**src/rtl/icache_refill_ctrl_pkg.sv**
```systemverilog
// Shared definitions for the instruction-cache refill controller.
// Optional feature macro: ICACHE_NEXT_LINE_PREFETCH_EN (next-line prefetch).
package icache_refill_ctrl_pkg;

  // Controller states; PF_* states are only reachable with prefetch built in
  typedef logic [2:0] state_t;
  localparam state_t ST_IDLE    = 3'd0;
  localparam state_t ST_REQ     = 3'd1;
  localparam state_t ST_FILL    = 3'd2;
  localparam state_t ST_RETRY   = 3'd3;
  localparam state_t ST_PF_REQ  = 3'd4;
  localparam state_t ST_PF_HOLD = 3'd5;

  // Byte-offset bits inside one cache line (16-byte lines)
  localparam int LINE_OFF = 4;

  // Default memory-ack timeout in cycles
  localparam int TMO_CYC_DEFAULT = 255;

  // Value of the wait counter on the last allowed non-ack cycle
  function automatic logic [7:0] tmo_last(input int tmo);
    return 8'(tmo - 1);
  endfunction

endpackage

```
**src/rtl/icache_line_buf.sv**
```systemverilog
// One line-sized holding register: address, data and valid flag,
// plus an address compare against a line-aligned lookup address.
module icache_line_buf #(
  parameter int ADDR_W = 32,
  parameter int LINE_W = 128
) (
  input  logic              clk,
  input  logic              rst,
  input  logic              i_clr,
  input  logic              i_addr_we,
  input  logic [ADDR_W-1:0] i_addr,
  input  logic              i_data_we,
  input  logic [LINE_W-1:0] i_data,
  input  logic [ADDR_W-1:0] i_cmp_addr,
  output logic              o_valid,
  output logic [ADDR_W-1:0] o_addr,
  output logic [LINE_W-1:0] o_data,
  output logic              o_match
);

  logic              r_valid;
  logic [ADDR_W-1:0] r_addr;
  logic [LINE_W-1:0] r_data;

  // Loading a new address invalidates old data; data arrival marks the line valid
  always_ff @(posedge clk or posedge rst) begin
    if (rst) begin
      r_valid <= 1'b0;
      r_addr  <= '0;
      r_data  <= '0;
    end else if (i_clr) begin
      r_valid <= 1'b0;
    end else if (i_addr_we) begin
      r_addr  <= i_addr;
      r_valid <= 1'b0;
    end else if (i_data_we) begin
      r_data  <= i_data;
      r_valid <= 1'b1;
    end
  end

  assign o_valid = r_valid;
  assign o_addr  = r_addr;
  assign o_data  = r_data;
  assign o_match = r_valid && (r_addr == i_cmp_addr);

endmodule

```
**src/rtl/icache_refill_ctrl.sv**
```systemverilog
// Instruction-cache miss/refill controller: stalls fetch on a miss, reads one
// line from memory with a timeout/retry, and writes it into the cache.
// Optional feature macro: ICACHE_NEXT_LINE_PREFETCH_EN adds a one-line
// next-line prefetch buffer serviced without stalling the pipeline.
module icache_refill_ctrl
  import icache_refill_ctrl_pkg::*;
#(
  parameter int ADDR_W  = 32,
  parameter int LINE_W  = 128,
  parameter int TMO_CYC = TMO_CYC_DEFAULT
) (
  input  logic              clk,
  input  logic              rst,
  input  logic [ADDR_W-1:0] i_pc,
  input  logic              i_hit,
  input  logic              i_redirect,
  output logic              o_stall,
  output logic              o_mem_req,
  output logic [ADDR_W-1:0] o_mem_addr,
  input  logic              i_mem_ack,
  input  logic [LINE_W-1:0] i_mem_data,
  output logic              o_fill_we,
  output logic [ADDR_W-1:0] o_fill_addr,
  output logic [LINE_W-1:0] o_fill_data,
  output logic              o_err
);

  localparam logic [ADDR_W-1:0] LINE_MASK  = {{(ADDR_W-LINE_OFF){1'b1}}, {LINE_OFF{1'b0}}};
  localparam logic [ADDR_W-1:0] LINE_BYTES = ADDR_W'(1 << LINE_OFF);
  localparam logic [7:0]        TMO_LAST   = tmo_last(TMO_CYC);

  state_t            r_state;
  state_t            w_next;
  logic [7:0]        r_wait_cnt;
  logic              r_err;

  logic [ADDR_W-1:0] w_pc_line;
  logic              w_miss;
  logic              w_req_state;
  logic              w_wait_done;
  logic              w_stall;

  logic              w_cap_addr_we;
  logic              w_cap_data_we;
  logic              w_cap_clr;
  logic              w_cap_valid;
  logic [ADDR_W-1:0] w_cap_addr;
  logic [LINE_W-1:0] w_cap_data;
  logic              w_unused_cap_match;

  assign w_pc_line   = i_pc & LINE_MASK;
  assign w_miss      = !i_hit && !i_redirect;
  assign w_req_state = (r_state == ST_REQ) || (r_state == ST_PF_REQ);
  assign w_wait_done = !i_mem_ack && (r_wait_cnt == TMO_LAST);

  icache_line_buf #(.ADDR_W(ADDR_W), .LINE_W(LINE_W)) u_cap_buf (
    .clk        (clk),
    .rst        (rst),
    .i_clr      (w_cap_clr),
    .i_addr_we  (w_cap_addr_we),
    .i_addr     (w_pc_line),
    .i_data_we  (w_cap_data_we),
    .i_data     (i_mem_data),
    .i_cmp_addr (w_pc_line),
    .o_valid    (w_cap_valid),
    .o_addr     (w_cap_addr),
    .o_data     (w_cap_data),
    .o_match    (w_unused_cap_match)
  );

`ifdef ICACHE_NEXT_LINE_PREFETCH_EN
  logic              w_pf_addr_we;
  logic              w_pf_data_we;
  logic              w_pf_clr;
  logic              w_pf_hit;
  logic              w_unused_pf_valid;
  logic              w_pf_match;
  logic [ADDR_W-1:0] w_pf_addr_in;
  logic [ADDR_W-1:0] w_pf_addr;
  logic [LINE_W-1:0] w_pf_data;

  icache_line_buf #(.ADDR_W(ADDR_W), .LINE_W(LINE_W)) u_pf_buf (
    .clk        (clk),
    .rst        (rst),
    .i_clr      (w_pf_clr),
    .i_addr_we  (w_pf_addr_we),
    .i_addr     (w_pf_addr_in),
    .i_data_we  (w_pf_data_we),
    .i_data     (i_mem_data),
    .i_cmp_addr (w_pc_line),
    .o_valid    (w_unused_pf_valid),
    .o_addr     (w_pf_addr),
    .o_data     (w_pf_data),
    .o_match    (w_pf_match)
  );
`endif

  // Next-state and buffer-load decode; a redirect never cancels an issued request
  always_comb begin
    w_next        = r_state;
    w_cap_addr_we = 1'b0;
    w_cap_data_we = 1'b0;
    w_cap_clr     = 1'b0;
`ifdef ICACHE_NEXT_LINE_PREFETCH_EN
    w_pf_addr_we  = 1'b0;
    w_pf_data_we  = 1'b0;
    w_pf_clr      = 1'b0;
    w_pf_hit      = 1'b0;
    w_pf_addr_in  = w_cap_addr + LINE_BYTES;
`endif
    case (r_state)
      ST_IDLE: begin
        if (w_miss) begin
          w_cap_addr_we = 1'b1;
          w_next        = ST_REQ;
        end
      end
      ST_REQ: begin
        if (i_mem_ack) begin
          w_cap_data_we = 1'b1;
          w_next        = ST_FILL;
        end else if (w_wait_done) begin
          w_next = ST_RETRY;
        end
      end
      ST_RETRY: w_next = ST_REQ;
      ST_FILL: begin
        w_cap_clr = 1'b1;
`ifdef ICACHE_NEXT_LINE_PREFETCH_EN
        w_pf_addr_we = 1'b1;
        w_next       = ST_PF_REQ;
`else
        w_next = ST_IDLE;
`endif
      end
`ifdef ICACHE_NEXT_LINE_PREFETCH_EN
      ST_PF_REQ: begin
        if (i_mem_ack) begin
          w_pf_data_we = 1'b1;
          w_next       = ST_PF_HOLD;
        end else if (w_wait_done) begin
          w_pf_clr = 1'b1;
          w_next   = ST_IDLE;
        end
      end
      ST_PF_HOLD: begin
        if (i_redirect) begin
          w_pf_clr = 1'b1;
          w_next   = ST_IDLE;
        end else if (!i_hit) begin
          if (w_pf_match) begin
            w_pf_hit     = 1'b1;
            w_pf_addr_we = 1'b1;
            w_pf_addr_in = w_pf_addr + LINE_BYTES;
            w_next       = ST_PF_REQ;
          end else begin
            w_pf_clr      = 1'b1;
            w_cap_addr_we = 1'b1;
            w_next        = ST_REQ;
          end
        end
      end
`endif
      default: w_next = ST_IDLE;
    endcase
  end

  // State register
  always_ff @(posedge clk or posedge rst) begin
    if (rst) r_state <= ST_IDLE;
    else     r_state <= w_next;
  end

  // Wait counter restarts on every fresh request and counts cycles without ack
  always_ff @(posedge clk or posedge rst) begin
    if (rst) begin
      r_wait_cnt <= 8'd0;
    end else if ((w_next == ST_REQ && r_state != ST_REQ) ||
                 (w_next == ST_PF_REQ && r_state != ST_PF_REQ)) begin
      r_wait_cnt <= 8'd0;
    end else if (w_req_state && !i_mem_ack) begin
      r_wait_cnt <= r_wait_cnt + 8'd1;
    end
  end

  // Sticky timeout flag, cleared only by reset
  always_ff @(posedge clk or posedge rst) begin
    if (rst)                            r_err <= 1'b0;
    else if (w_req_state && w_wait_done) r_err <= 1'b1;
  end

  // Fetch stall: idle-like states stall only on a live miss, all others always
  always_comb begin
    case (r_state)
      ST_IDLE, ST_PF_REQ, ST_PF_HOLD: w_stall = w_miss;
      default:                        w_stall = 1'b1;
    endcase
  end

  assign o_stall   = w_stall && !rst;
  assign o_mem_req = w_req_state;
  assign o_err     = r_err;

`ifdef ICACHE_NEXT_LINE_PREFETCH_EN
  assign o_mem_addr  = (r_state == ST_PF_REQ) ? w_pf_addr : w_cap_addr;
  assign o_fill_we   = ((r_state == ST_FILL) && w_cap_valid) || w_pf_hit;
  assign o_fill_addr = w_pf_hit ? w_pf_addr : w_cap_addr;
  assign o_fill_data = w_pf_hit ? w_pf_data : w_cap_data;
`else
  assign o_mem_addr  = w_cap_addr;
  assign o_fill_we   = (r_state == ST_FILL) && w_cap_valid;
  assign o_fill_addr = w_cap_addr;
  assign o_fill_data = w_cap_data;
`endif

endmodule

```
**config.mk**
```make
export PLATFORM = sky130hd
export DESIGN_NAME = icache_refill_ctrl
export DESIGN_NICKNAME = d
export VERILOG_FILES = /design/src/rtl/icache_refill_ctrl_pkg.sv /design/src/rtl/icache_line_buf.sv /design/src/rtl/icache_refill_ctrl.sv
export SDC_FILE = /design/constraint.sdc
export NUM_CORES = 1
export LEC_CHECK = 0
export ABC_AREA = 1
export CAP_MARGIN = 20
export CORE_MARGIN = 5
export CORE_UTILIZATION = 27
export DETAILED_ROUTE_END_ITERATION = 10
export HOLD_SLACK_MARGIN = 0.12
export SLEW_MARGIN = 15
export SYNTH_ARGS = -nofsm -noshare
export SYNTH_HDL_FRONTEND = slang
export SYNTH_SLANG_ARGS = --single-unit
```
**constraint.sdc**
```tcl
create_clock -name clk -period 7.9 [get_ports clk]
set_input_delay 1.185 -clock clk [delete_from_list [all_inputs] [get_ports clk]]
set_output_delay 1.185 -clock clk [all_outputs]
set_load 0.1 [all_outputs]
```
======== Word level (Yosys, flattened, before mapping) ========
Index checks and enable logic that the tools add are counted.
Widths: inputs -> output; s select.
storage, ports and cells
  flip-flop bits (word level) ............. 169
  input port bits ......................... 165
  output and inout port bits .............. 196
  logic and storage cells ................. 54
operators by class
  add/sub/neg operators ................... 1
  equality and inequality tests ........... 10
  multiplexer cells ....................... 15
  bitwise gates (word level) .............. 2
  reduce and logical (&&, ||, !) cells .... 20
operators by type and width
  operator             count
  $mux 8               2
  $eq 3x3->1 const B   3
  $mux 1               9
  $mux 3               3
  $pmux 3 s3           1
  $add 8x1->8 const B  1
  $eq 8x8->1 const B   1
  $logic_and 1x1->1    8
  $eq 3x1->1 const B   2
  $eq 3x2->1 const B   2
  $logic_not 1->1      4
  $logic_not 3->1      1
  $ne 3x1->1 const B   1
  $ne 3x3->1 const B   1
  $reduce_and 3->1     1
  $reduce_bool 3->1    1
  $reduce_or 3->1      1
  $logic_or 1x1->1     2
  $not 1->1            2
  $reduce_and 2->1     1
  $reduce_bool 2->1    1

======== Logic depth before layout (Yosys ltp) ========
Gate-level depths: netlist of run 1.
  depth in word-level cells ............... 9
  gate-level depth with buffers ........... 9
  gate-level depth less buffers ........... 8

======== Modules after synthesis ========
A second synthesis of run 1 with hierarchy kept.
unflattened totals
  cell total of the unflattened synthesis .. 630
  area, all modules ....................... 7951.4 µm²
by module, submodules not included
  module              times used  cells an instance  area each (µm²)  sequential area each (µm²)
  icache_line_buf     1           503                6964.2           4028.9
  icache_refill_ctrl  1           127                987.2            300.3

======== Worst setup path after synthesis of run 1 ========
OpenSTA, ideal clock, no wires.
  path kind ............................... in2out
  from .................................... in rst
  to ...................................... out o_stall
  arrival ................................. 5.742 ns
  data required time ...................... 6.715 ns
  path slack .............................. 0.973 ns
  cell stages on the path ................. 3
  path buffers ............................ 0
  cell sequence ........................... inv_1 > o31ai_1 > inv_1
between the ends
  longest elaborated chain between the ends .. 2
ends and longest elaborated chain
  what               RTL line                   text
  from (decl)        icache_refill_ctrl.sv:13   input logic rst,
  $logic_not 1->1    icache_refill_ctrl.sv:200  assign o_stall = w_stall && !rst;
  $logic_and 1x1->1  icache_refill_ctrl.sv:200
  to (decl)          icache_refill_ctrl.sv:17   output logic o_stall,
No other way between the ends.

======== Worst setup path in the final report of run 1 ========
Ends and elaborated chain as after synthesis.

==> results of run 1 <==
placed cells by master, fill, tap and decap left out, types with 2 or more instances in the layout:
| cell | synthesis | layout |
|---|---|---|
| nand2_1 | 361 | 360 |
| nand3_1 | 145 | 145 |
| clkbuf_16 | 0 | 17 |
| conb_1 | 1 | 9 |
| ha_1 | 2 | 2 |
| dfrtp_1 | 169 | 169 |
| nand3b_1 | 3 | 3 |
| inv_6 | 0 | 5 |
| nor2_1 | 9 | 9 |
| o31ai_1 | 2 | 2 |
| xor2_1 | 3 | 3 |
| inv_2 | 3 | 2 |
| clkinvlp_4 | 0 | 4 |
| nand2_2 | 3 | 3 |
| clkdlybuf4s50_1 | 0 | 347 |
| buf_4 | 39 | 7 |
| bufinv_16 | 0 | 3 |
| inv_1 | 12 | 11 |
| nor3_1 | 2 | 2 |
cell families after synthesis:
logic type / synth area share
AOI/OAI and AO/OA: 0.00530
DFF: 0.597
buffers and inverters: 0.0802
xor gates and xnor gates: 0.00371
adders and majority gates: 0.00353
and+or+nand+nor: 0.309
other: 0.000530
cell type report:
cell class	instances	area, um^2	area share
Tap cell	335	419	0.0376
Inverter	15	63.8	0.00572
Clock inverter	13	169	0.0151
Sequential cell	169	4230	0.379
Clock buffer	17	425	0.0381
Timing Repair Buffer	354	3530	0.316
Multi-Input combinational cell	546	2320	0.208
registers in the layout (all words and copies together) (netlist names):
register / flops
r_state: 3
u_cap_buf.o_addr: 28
u_cap_buf.o_data: 128
u_cap_buf.o_valid: 1
o_err: 1
r_wait_cnt: 8
stage by stage:
stage | instances | hold slack, ns | setup WS (ns)
after CTS | 1449 | 0.474 | 3.25
after floorplan | 815 | 0.498 | 0.973
after global placement | 1419 | 0.452 | 3.24
after detailed placement | 1419 | 0.458 | 3.26
after global routing | 1449 | 0.484 | 3.17
final | 1449 | 0.469 | 3.31
final timing paths:
| kind | start | end | cells past startpoint |
|---|---|---|---|
| min in group asynchronous | rst | u_cap_buf.o_data[18] | 2 |
| worst max register to register | r_state[2] | u_cap_buf.o_data[94] | 7 |
| max in group asynchronous | rst | u_cap_buf.o_data[113] | 3 |
| worst min-delay path | u_cap_buf.o_data[52] | u_cap_buf.o_data[52] | 2 |
| worst max-delay path | rst | o_stall | 5 |
| worst min register to register | u_cap_buf.o_data[52] | u_cap_buf.o_data[52] | 2 |
cells in the mapped netlist (all sizes together):
cell	number	area (um^2)
o21ai	2	10.0
nand2	364	1370
nand3	145	726
nor4	1	6.26
o21bai	1	7.51
a21oi	1	5.00
nor2	10	45.0
xor2	3	26.3
buf	71	459
inv	15	56.3
clkbuf	14	52.6
nand4	1	6.26
dfrtp	169	4230
ha	2	25.0
conb	1	3.75
nand3b	3	22.5
nor3	2	10.0
o31ai	2	15.0
where the power goes:
part / switching [mW] / internal (mW) / total, mW
sequential: 0.132 / 1.07 / 1.21
clock: 0.362 / 0.499 / 0.861
combinational: 2.04 / 0.529 / 2.57
total: 2.54 / 2.10 / 4.64
metal layers:
metal,global-route usage,vias up,share of wire
li1,-,3095,-
met1,0.202,2955,0.43
met2,0.250,173,0.49
met3,0.0393,19,0.065
met4,0.0424,2,0.018
met5,0,-,0.00047
worst max-delay path: cells and delay by family:
kind,cells,cell delay [ns]
AO/OA/AOI/OAI,1,0.14
buffers and inverters,4,2.07
==> flow_summary.ini, run 1 <==
[die]
rows = 59
die-width_um = 172
die_area_um2 = 29600
start_util = 0.273
die_h_um = 172
coreArea_um2 = 25900
io_pins = 361

[synthesis]
yosysWarnings = 0
yosysSeqAreaShare = 0.597
yosysUniqueCellTypes = 24
synth_area_per_cell_um2 = 8.77
ys_ff_latch = 169
netlist_area_um2 = 7080
synth_cells = 807

[layout]
syn_to_final_growth_pct = 57.5
nNetsFinal = 1270
fillers = 2549
final_util = 0.430
n_antenna_cell = 0
drive_above_1_share = 0.0413
final_cell_area_um2 = 11200

[run_status]
status = complete, no violations

[cts]
clock_path_buffers = 2
postCtsHoldBufs = 0
cts_root_buf = clkbuf_16
h-tree-depth = 4
clock_sinks = 169
clk_pin_slew_ns = 0.06
cts-resized-gates = 0
clkLatencyLatePin_ns = 0.41
cts_buffers = 17
cts_tree = yes
post_cts_buffers = 0

[sta]
finClkSkew_ns = 0.00956
tns_ns = 0
fmax_mhz = 218
hold_viol_final = 0
finalCriticalPeriod_ns = 4.59
rsz0062_at_grt = no
maxSlewViolCount = 0
fin_crit_sh = 0.581
relSlewSlack = 0.290
setup_violations = 0
tightestPinTransition_ns = 1.06

[place]
dpl_cell_area_um2 = 10600
gp_congestion = 0.789
io_buffers = 348
hpwlAfterDp_um = 16500

[power]
powerDensity_nw_per_um2 = 416
p_leak_nw = 5.35
finalPower_mw = 4.64
ir_drop_mv = 0.194

[global_route]
antenna_found_initial = 1
grt_pass1_wl_um = 35700
grtUsageTotal = 0.153
grt_max_degree = 94
grt_pass1_vias = 6219
grt_overflow = 0

[critical_path]
r2r_slack_ns = 5.41
worstPathMaxFanout = 48
crit_top_cell = clkdlybuf4s50_1
crit_chain = clkdlybuf4s50_1, inv_6, o31ai_1, inv_1, clkdlybuf4s50_1
crit_type = input pin to primary output
critPathMaxStageDelay_ns = 1.14
crit_arrival_ns = 3.40
worstPathRequired_ns = 6.71
worstSetupEndpointType = primary output
worst_path_max_delay_cell = clkdlybuf4s50_1
start_kind = input pin

[flow_run]
cap_violations = 0

[detailed_routing]
ant_nets = 0
drt_wl_total_um = 23500
dr.first_iter.drc_count = 343
dr_total_vias = 6244
dr.pass1.iters = 4
wire_per_inst_um = 16.2
drc_errors = 0
viasPerCell = 4.31

[hold_path]
hold_path.class = flop to flop
Power figures use the tool's default switching activity.
==> run 2, diff against run 1 <==
Clock period 7.9 ns to 4.3 ns, I/O delays scaled along.
==> run 2 against run 1 <==
  * Cell area rose by 0.14%
  * Via count barely moved
  * Non-clock buffer count rose by 1
  * Hold slack barely moved
  * Utilization rose by 0.058 points
  * Die area did not move
  * Sequential power rose by 83%
  * Routed wire length fell by 0.63%
  * First-iteration DRC count fell by 2.0%
  * Register-to-register slack got worse by 3.8 ns
  * Combinational power rose by 84%
  * Largest power group unchanged
  * Critical endpoint is now o_mem_req
==> flow_summary.ini, run 2 (synthesized netlist as in run 1, its figures left out) <==
[cts]
post_cts_buffers = 0
postCtsHoldBufs = 0
clkLatencyLatePin_ns = 0.42
cts_buffers = 17
cts_root_buf = clkbuf_16
clk_pin_slew_ns = 0.07
h-tree-depth = 4
cts-resized-gates = 0
clock_path_buffers = 2
clock_sinks = 169
cts_tree = yes

[power]
powerDensity_nw_per_um2 = 761
p_leak_nw = 5.37
ir_drop_mv = 0.395

[critical_path]
crit_type = flop to primary output
r2r_start = r_state[2]
worst_path_max_delay_cell = clkdlybuf4s50_1
path_delay_family = buffers and inverters
crit_arrival_ns = 2.46
r2r-end = u_cap_buf.o_data[42]
worstPathRequired_ns = 3.65
worstPathMaxFanout = 5
worstSetupEndpointType = primary output
crit_chain = nor2_4, nand2_2, nand2_1, clkdlybuf4s50_1
r2r_cells = 7
r2r_slack_ns = 1.63
critPathMaxStageDelay_ns = 1.18
path_buf_inv = 1
start_kind = flop

[flow_run]
cap_violations = 0

[detailed_routing]
dr_total_vias = 6238
drt_wl_total_um = 23400
dr.pass1.iters = 4
dr.first_iter.drc_count = 336
wire_per_inst_um = 16.1
ant_nets = 0
drc_errors = 0
viasPerCell = 4.30

[run_status]
status = complete, no violations

[global_route]
antenna_found_initial = 0
grtUsageTotal = 0.151
grt_pass1_vias = 6238
grt_overflow = 0
grt_pass1_wl_um = 35400
grt_max_degree = 119

[layout]
syn_to_final_growth_pct = 57.7
multi_input_area_um2 = 2320
layout_commonest_cell = nand2_1
mostFrequentLayoutCells = nand2_1 (360), clkdlybuf4s50_1 (346), dfrtp_1 (169)
largest_reg_flops = 128
fillers = 2555
final_cell_area_um2 = 11200
drive_above_1_share = 0.0439
nNetsFinal = 1271
seq_area_um2 = 4230
stdcell_count = 1452
final_util = 0.431
n_antenna_cell = 0

[sta]
rsz0062_at_grt = no
relSlewSlack = 0.302
fmax_mhz = 322
tightestPinTransition_ns = 1.04
hold_viol_final = 0
finClkSkew_ns = 0.00814
maxSlewViolCount = 0
finalCriticalPeriod_ns = 3.10
setup_violations = 0
fin_crit_sh = 0.721

[place]
hpwlAfterDp_um = 16200
dpl_cell_area_um2 = 10600
dp_cells = 1420
io_buffers = 348
gp_congestion = 0.764

[hold_path]
min_to = u_cap_buf.o_data[80]
min-delay-start = u_cap_buf.o_data[80]
hold_depth = 2
hold_path.class = flop to flop

[die]
die_h_um = 172
die_area_um2 = 29600
rows = 59
start_util = 0.273
coreArea_um2 = 25900
die-width_um = 172
io_pins = 361
## run 2: cell type report
cell class,count,area share
clock inverter,13,0.0143
multi-input combinational,546,0.208
timing repair buffer,355,0.317
inverter,15,0.00560
clock buffer,19,0.0388
sequential,169,0.379
tap,335,0.0375
## run 2: worst max path at each step
| stage | startpoint | end | slack, ns | depth (start not counted) |
|---|---|---|---|---|
| floorplan | rst | o_stall | -0.04 | 3 |
| global placement | r_state[2] | u_cap_buf.o_data[24] | 1.59 | 7 |
| detailed placement | r_state[2] | u_cap_buf.o_data[23] | 1.56 | 7 |
| CTS | r_state[2] | o_mem_req | 1.17 | 4 |
| global route | r_state[2] | o_mem_req | 1.11 | 4 |
| finish | r_state[2] | o_mem_req | 1.20 | 4 |
## run 2: tightest hold or removal path: cells and delay by family, from the launching register on
family	cells	cell delay, ns
DFF	1	0.34
and+or+nand+nor	2	0.09
## run 2: metal layers
metal	up-vias	share of wire	GRT usage	wire (um)
met3	19	0.056	0.0290	1310
met5	-	0	0	0
met4	0	0.013	0.0444	303
met2	170	0.50	0.258	11700
li1	3102	-	-	-
met1	2947	0.43	0.197	10100
## run 2: metrics by stage
stage | hold slack [ns] | TNS [ns] | worst slack, ns | power [mW]
2_1_floorplan | 0.498 | -0.0429 | -0.0429 | 5.83
3_3_place_gp | 0.453 | 0 | 1.59 | 6.96
3_5_place_dp | 0.457 | 0 | 1.56 | 6.98
4_1_cts | 0.474 | 0 | 1.17 | 8.59
5_1_grt | 0.483 | 0 | 1.11 | 8.81
6_report | 0.469 | 0 | 1.20 | 8.50
## run 2: where the power goes
part | leakage (nW) | switching (mW) | total (mW) | internal, mW
Combinational | 2.92 | 3.74 | 4.72 | 0.974
Clock | 0.293 | 0.692 | 1.57 | 0.879
Sequential | 2.15 | 0.239 | 2.21 | 1.97
